File: config.mk
export PLATFORM = sky130hd
export DESIGN_NAME = sm_para_3
export DESIGN_NICKNAME = d
export VERILOG_FILES = /design/src/rtl/sm_para_3.sv
export SDC_FILE = /design/constraint.sdc
export NUM_CORES = 1
export LEC_CHECK = 0
export CELL_PAD_IN_SITES_DETAIL_PLACEMENT = 0
export CELL_PAD_IN_SITES_GLOBAL_PLACEMENT = 1
export CORE_AREA = 5 5 42 44
export DETAILED_ROUTE_END_ITERATION = 12
export DIE_AREA = 0 0 47 49
export PLACE_DENSITY = 0.49
export SYNTH_ARGS = -nofsm -noshare
export SYNTH_HDL_FRONTEND = slang
export SYNTH_SLANG_ARGS = --single-unit
File: constraint.sdc
create_clock -name clk -period 2 [get_ports clk]
set_input_delay 0.4 -clock clk [delete_from_list [all_inputs] [get_ports clk]]
set_output_delay 0.4 -clock clk [all_outputs]
set_load 0.02 [all_outputs]
File: src/rtl/sm_para_3.sv
// sm_para_3 - four-state Moore handshake controller (three-block FSM).
//
// Watches the level inputs i1/i2 and walks IDLE -> S1 -> S2 -> IDLE on a
// legal handshake; any illegal combination diverts to ERROR, which is left
// only once i1 drops. Outputs are registered from next_state, so they
// change on the same edge as state and are glitch-free.
//
// Ports:
//   clk  in   system clock, rising-edge
//   rst  in   synchronous active-high reset (priority over all inputs)
//   i1   in   request/qualifier input 1
//   i2   in   request/qualifier input 2
//   o1   out  registered flag, high in S1 and ERROR
//   o2   out  registered flag, high in S2 and ERROR
//   err  out  registered flag, high only in ERROR
//
// Build option:
//   SM_PARA_3_ONEHOT_EN  defined -> 4-bit one-hot state encoding, any
//                        non-one-hot value recovers to IDLE;
//                        undefined -> 2-bit binary encoding.
//
// state | meaning
// ------+--------------------------------------------------
// IDLE  | waiting for a request (i1=1, i2=1)
// S1    | request accepted, waiting for i2 qualifier
// S2    | qualified, waiting for i2 to drop with i1 high
// ERROR | illegal input seen, held until i1 drops

module sm_para_3 (
    input  logic clk,
    input  logic rst,
    input  logic i1,
    input  logic i2,
    output logic o1,
    output logic o2,
    output logic err
);

`ifdef SM_PARA_3_ONEHOT_EN
    typedef enum logic [3:0] {
        IDLE  = 4'b0001,
        S1    = 4'b0010,
        S2    = 4'b0100,
        ERROR = 4'b1000
    } state_t;
`else
    typedef enum logic [1:0] {
        IDLE  = 2'b00,
        S1    = 2'b01,
        S2    = 2'b10,
        ERROR = 2'b11
    } state_t;
`endif

    state_t state;
    state_t next_state;

    // Block 1: state register
    always_ff @(posedge clk) begin
        if (rst) begin
            state <= IDLE;
        end else begin
            state <= next_state;
        end
    end

    // Block 2: next-state decode
    always_comb begin
        next_state = IDLE;
        case (state)
            IDLE: begin
                if (!i1)     next_state = IDLE;
                else if (i2) next_state = S1;
                else         next_state = ERROR;
            end
            S1: begin
                if (!i2)     next_state = S1;
                else if (i1) next_state = S2;
                else         next_state = ERROR;
            end
            S2: begin
                if (i2)      next_state = S2;
                else if (i1) next_state = IDLE;
                else         next_state = ERROR;
            end
            ERROR: begin
                if (i1)      next_state = ERROR;
                else         next_state = IDLE;
            end
            // Unreachable encodings (non-one-hot values in the one-hot build)
            default: next_state = IDLE;
        endcase
    end

    // Block 3: registered output decode from next_state so the flags
    // line up with the state taken on the same edge.
    always_ff @(posedge clk) begin
        if (rst) begin
            o1  <= 1'b0;
            o2  <= 1'b0;
            err <= 1'b0;
        end else begin
            case (next_state)
                S1: begin
                    o1  <= 1'b1;
                    o2  <= 1'b0;
                    err <= 1'b0;
                end
                S2: begin
                    o1  <= 1'b0;
                    o2  <= 1'b1;
                    err <= 1'b0;
                end
                ERROR: begin
                    o1  <= 1'b1;
                    o2  <= 1'b1;
                    err <= 1'b1;
                end
                default: begin
                    o1  <= 1'b0;
                    o2  <= 1'b0;
                    err <= 1'b0;
                end
            endcase
        end
    end

endmodule

### Yosys cells after proc, flatten, opt, wreduce, memory -nomap -nowiden

Cells that the tools add are included.

| operators by class | value |
|---|---|
| equality and inequality tests | 6 |
| mux-type cells | 11 |
| reduce and logical (&&, ||, !) cells | 3 |

Operators with widths:

| kind | count |
|---|---|
| $mux W2 | 6 |
| $eq A2 B2 Y1 const B | 4 |
| $pmux W2 S4 | 1 |
| $eq A2 B1 Y1 const B | 2 |
| $mux W1 | 4 |
| $reduce_or A2 Y1 | 2 |
| $logic_not A2 Y1 | 1 |

| word-level totals | value |
|---|---|
| flip-flop bits (word level) | 5 |
| logic and storage cells | 24 |

### Longest topological paths before layout

Gate-level depths: netlist of the first run.

| depth | value |
|---|---|
| depth after elaboration | 6 |
| depth in mapped cells | 3 |
| mapped depth without buffers | 3 |

### Worst setup path before layout of the first run

OpenSTA, ideal clock, no wires.

| path | value |
|---|---|
| path kind | register to register |
| start point | register, netlist name o2 |
| end point | register o2 |
| library setup time | 129 ps |
| data arrival time | 990 ps |
| slack | 882 ps |
| stages on the path, launching flop included | 4 |
| path buffers | 0 |
| period minus slack after synthesis | 1118 ps |
| path through | dfxtp_1 > and2b_2 > o21ai_0 > a31oi_1 |

RTL lines:

| item | RTL line | RTL |
|---|---|---|
| to (signal assigned) | 100 | `o2 <= 1'b0;` |
| to (signal assigned) | 106 | `o2 <= 1'b0;` |
| to (signal assigned) | 111 | `o2 <= 1'b1;` |
| to (decl) | 35 | `output logic o2,` |

### Worst setup path after layout of the first run

| path | value |
|---|---|
| start point | register o2 |
| end point | output port o2 |

No word-level cell between the ends.

==> results_dict.tcl, run 1 <==
set metrics [dict create \
    cp_slowest_cell "clkdlybuf4s50_1" \
    reg2reg_from "o2" \
    slew_headroom_pct 82.0 \
    synthCells 21 \
    die_area_um2 2300 \
    peakVddDrop_uv 106 \
    n_fill_cell 164 \
    worstHoldPathType "reg -> reg" \
    r2r_cells 3 \
    wl_per_cell_um 9.07 \
    cts_resized 0 \
    coreArea_um2 1400 \
    fmax_mhz 582 \
    power.total_mw 0.251 \
    hold_viol 0 \
    grt_max_degree 10 \
    synth_seq_cells 4 \
    critPathArrivalTime_ps 1320 \
    initialDrtViolationCount 2 \
    initial_utilization_pct 13.9 \
    tightest_slew_ps 267 \
    finalWorstSetupSlack_ps 283 \
    cap_violations 0 \
    synth_seq_area_share_pct 41.0 \
    yosysWarnings 0 \
    start_kind "register" \
    p_per_area_nw_per_um2 841 \
    fin_crit_sh_pct 85.9 \
    setup_viol 0 \
    num_rows 14 \
    reg2reg_to "state[0]" \
    p_leak_nw 0.101 \
    postCtsHoldBufs 0 \
    finalCriticalPeriod_ps 1720 \
    htreeDepth 1 \
    grt.overflow.total 0 \
    regToRegSetupSlack_ps 910 \
    grt_pass1_vias 175 \
    drc_errors 0 \
    drv_slew 0 \
    path_depth 1 \
    dieHeight_um 49 \
    hold_end "o2" \
    setup-tns-final_ps 0 \
    syn_area_um2 195 \
    place.gp.congestion 0.627 \
    fp.dieW_um 47 \
    area_growth_pct 52.6 \
    n_antenna_cell 0 \
    nNetsFinal 36 \
    cts_buffer_depth 2 \
    cts_setup_buffers 0 \
    post-place-ws_ps 438 \
    insertion_delay_ps 230 \
    critPathMaxFanout 9 \
    ios 7 \
    worstPathCellList "clkdlybuf4s50_1" \
    vias_per_cell 4.15 \
    drive_gt1_share_pct 26.7 \
    worst-setup-path-type "reg -> out" \
    via_count 191 \
    cp-end-kind "primary output" \
    critical_path_buf_inv_count 1 \
    grt_pass1_wl_um 710 \
    crit_family "buffers and inverters" \
    holdPathStages 2 \
    cts_root_buf "clkbuf_4" \
    rsz0062_at_grt "false" \
    grt_antenna_before_repair 0 \
    cts_inserted_buffers 3 \
    synth_fp_nets 25 \
    fin_skew_ps 1.89 \
    dr.pass1.iters 2 \
    ant_nets 0 \
    synth_cell_types 13 \
    cts_tree "yes" \
    clk_pin_slew_ps 30 \
    dp_hpwl_um 335 \
    port_buffers 6 \
    wl_um 417 \
    min-delay-start "o2" \
    avgSynthCellArea_um2 9.29 \
    critPathMaxStageDelay_ps 650 \
    crit_required_ps 1600 \
    status "finished clean" \
    track_usage_pct 4.29 \
    clkSinkCount 4 \
]
==> through the flow <==
stage / hold WS, ps / instances / utilization [%] / area (um2)
after CTS: 664 / 46 / 21.3 / 298
final: 673 / 46 / 21.3 / 298
after detailed placement: 654 / 43 / 19.6 / 275
after global routing: 725 / 46 / 21.3 / 298
after floorplan: 469 / 21 / - / 195
after global placement: 653 / 43 / 19.6 / 275
==> registers in the layout, indices dropped and copies added (netlist names) <==
register / count
err: 1
o1: 1
o2: 1
state: 1
==> worst reg2reg max path: stages (launching register included) <==
cell and delay (ps):
dfxtp_1 440, and2b_2 260, nor3_1 200, nor3_1 70
==> synthesized netlist by cell type (all sizes together) <==
| library cell | number | share of area, % |
|---|---|---|
| nand2b | 1 | 4.5 |
| a21oi | 2 | 5.1 |
| nor3 | 3 | 7.7 |
| dfxtp | 4 | 41 |
| and2 | 1 | 3.8 |
| nor4b | 1 | 4.5 |
| or2 | 1 | 3.2 |
| a31oi | 2 | 6.4 |
| nor3b | 1 | 6.4 |
| or3b | 1 | 4.5 |
| o21ai | 2 | 5.1 |
| and2b | 1 | 4.5 |
| o22ai | 1 | 3.2 |
==> kinds of logic after synthesis <==
kind of cell	share of synthesized area, %
and+or+nand+nor	39.1
AOI/OAI and AO/OA	19.9
DFF	41.0
==> cell usage in the layout (no fill, tap or decap) <==
cell,count
nor4b_1,1
nand2b_2,1
clkdlybuf4s50_1,6
nor3_1,3
or3b_1,1
dfxtp_1,4
clkbuf_4,3
and2_2,1
or2_2,1
a31oi_1,2
nor3b_2,1
o22ai_1,1
a21oi_1,2
o21ai_0,2
and2b_2,1
==> final cells by class <==
| cell class | count | area (um2) | area share, % |
|---|---|---|---|
| Multi-Input combinational cell | 17 | 115 | 38.7 |
| Sequential cell | 4 | 80.1 | 26.9 |
| Clock buffer | 3 | 22.5 | 7.56 |
| Tap cell | 16 | 20.0 | 6.72 |
| Timing Repair Buffer | 6 | 60.1 | 20.2 |
==> per-layer routing <==
layer | up-vias | GRT usage (%) | part of all wire, %
met2 | 7 | 4.52 | 41
met3 | 0 | 1.48 | 11
met4 | 0 | 4.15 | 0
met1 | 83 | 6.13 | 49
li1 | 101 | - | -
met5 | - | 0 | 0
==> power breakdown <==
| group | switching (mW) | internal, mW |
|---|---|---|
| combinational | 0.0249 | 0.0306 |
| clock | 0.0296 | 0.0669 |
| sequential | 0.00939 | 0.0891 |
| total | 0.0639 | 0.187 |
==> worst max path at each step <==
| stage | from | endpoint | slack (ps) |
|---|---|---|---|
| after floorplan | o2 | o2 | 880 |
| after global placement | i2 | err | 440 |
| after detailed placement | i2 | err | 440 |
| after CTS | o2 | o2 | 270 |
| after global routing | o2 | o2 | 200 |
| final | o2 | o2 | 280 |
Power figures use the tool's default switching activity.
==> inputs of run 2 (changes only) <==
- RECOVER_POWER: not set -> 100
==> run 2 against run 1 <==
Clock power barely moved. First-iteration DRC count unchanged. Sequential cell count is the same. Non-clock buffer count unchanged. Wire length decreased by 0.24%. Sequential power about the same. Critical path depth stayed put. Cell area unchanged. Global-route usage did not move. Clock-buffer cell count unchanged. Critical path type unchanged.
==> results_dict.tcl, run 2 (synthesis gave the netlist of run 1 again) <==
set metrics [dict create \
    cts_buffer_depth 2 \
    reg2reg_to "state[0]" \
    num_rows 14 \
    tightest_slew_ps 267 \
    grt_max_degree 10 \
    cap_violations 0 \
    crit_required_ps 1600 \
    grt_pass1_wl_um 710 \
    ios 7 \
    dpl_cell_area_um2 275 \
    insertion_delay_ps 230 \
    n_antenna_cell 0 \
    start_kind "register" \
    cp-end-kind "primary output" \
    cts_setup_buffers 0 \
    p_leak_nw 0.109 \
    p_per_area_nw_per_um2 831 \
    multi_input_comb_area_um2 115 \
    clkSinkCount 4 \
    grt.overflow.total 0 \
    cts_inserted_buffers 3 \
    port_buffers 6 \
    worstHoldPathType "reg -> reg" \
    cp_slowest_cell "dlygate4sd3_1" \
    place.gp.congestion 0.627 \
    cts_tree "yes" \
    reg2reg_from "o2" \
    grt_pass1_vias 175 \
    critPathMaxFanout 9 \
    die_area_um2 2300 \
    dp_hpwl_um 335 \
    rsz0062_at_grt "false" \
    initial_utilization_pct 13.9 \
    dieHeight_um 49 \
    postCtsHoldBufs 0 \
    fmax_mhz 564 \
    critPathMaxStageDelay_ps 710 \
    hold_end "o2" \
    n_fill_cell 164 \
    drive_gt1_share_pct 26.7 \
    area_growth_pct 52.6 \
    finalCriticalPeriod_ps 1770 \
    peakVddDrop_uv 106 \
    crit_family "buffers and inverters" \
    regToRegSetupSlack_ps 920 \
    ant_nets 0 \
    clk_pin_slew_ps 30 \
    drv_slew 0 \
    fin_crit_sh_pct 88.6 \
    post-route-cell-area_um2 298 \
    track_usage_pct 4.29 \
    holdPathStages 2 \
    setup-tns-final_ps 0 \
    worst-setup-path-type "reg -> out" \
    post-place-ws_ps 438 \
    critPathLaunch "o2" \
    coreArea_um2 1400 \
    via_count 191 \
    cts_root_buf "clkbuf_4" \
    power.total_mw 0.248 \
    grt_antenna_before_repair 0 \
    cts_resized 0 \
    wl_um 416 \
    slew_headroom_pct 82.0 \
    critical_path_buf_inv_count 1 \
    drc_errors 0 \
    hold_viol 0 \
    setup_viol 0 \
    fin_skew_ps 1.89 \
    nNetsFinal 36 \
    wl_per_cell_um 9.04 \
    status "finished clean" \
    dr.pass1.iters 2 \
    critPathArrivalTime_ps 1370 \
    min-delay-start "o2" \
    vias_per_cell 4.15 \
    finalNonFillerCells 46 \
    htreeDepth 1 \
    finalWorstSetupSlack_ps 227 \
    final_cell_mix "dfxtp_1, dlygate4sd3_1, nor3_1, clkbuf_4" \
    fp.dieW_um 47 \
    dp.cells 43 \
    seqCellArea_um2 80.1 \
    r2r_cells 3 \
    worstPathCellList "dlygate4sd3_1" \
    initialDrtViolationCount 2 \
]
[run 2: cell types whose count changed in the layout (fill, tap and decap cells not counted)]
cell and delta:
clkdlybuf4s50_1 -4, dlygate4sd3_1 +4
[run 2: area by class of cell]
type | count | share of cell area, %
well taps | 16 | 6.72
clock buffers | 3 | 7.56
flip-flops and latches | 4 | 26.9
repair buffers | 6 | 20.2
multi-input cells | 17 | 38.7
[run 2: through the flow]
step,util [%],hold WS (ps)
after floorplan,-,469
after global placement,19.6,653
after detailed placement,19.6,654
after CTS,21.3,664
after global routing,21.3,725
final,21.3,671
[run 2: how the worst max path moves through the flow]
stage,to,cells past startpoint
after floorplan,o2,3
after global placement,err,4
after detailed placement,err,4
after CTS,o2,1
after global routing,o2,1
final,o2,1
[run 2: per-layer routing]
metal / share of wire [%] / global-route usage [%] / up-vias
met3: 11 / 1.48 / 0
li1: - / - / 101
met4: 0 / 4.15 / 0
met1: 49 / 6.13 / 83
met5: 0 / 0 / -
met2: 40 / 4.52 / 7
[run 2: power by group]
| group | internal, mW | switching, mW | total, mW | leakage (nW) |
|---|---|---|---|---|
| combinational | 0.0279 | 0.0249 | 0.0529 | 0.0618 |
| sequential | 0.0891 | 0.00910 | 0.0982 | 0.0332 |
| clock | 0.0669 | 0.0296 | 0.0965 | 0.0138 |
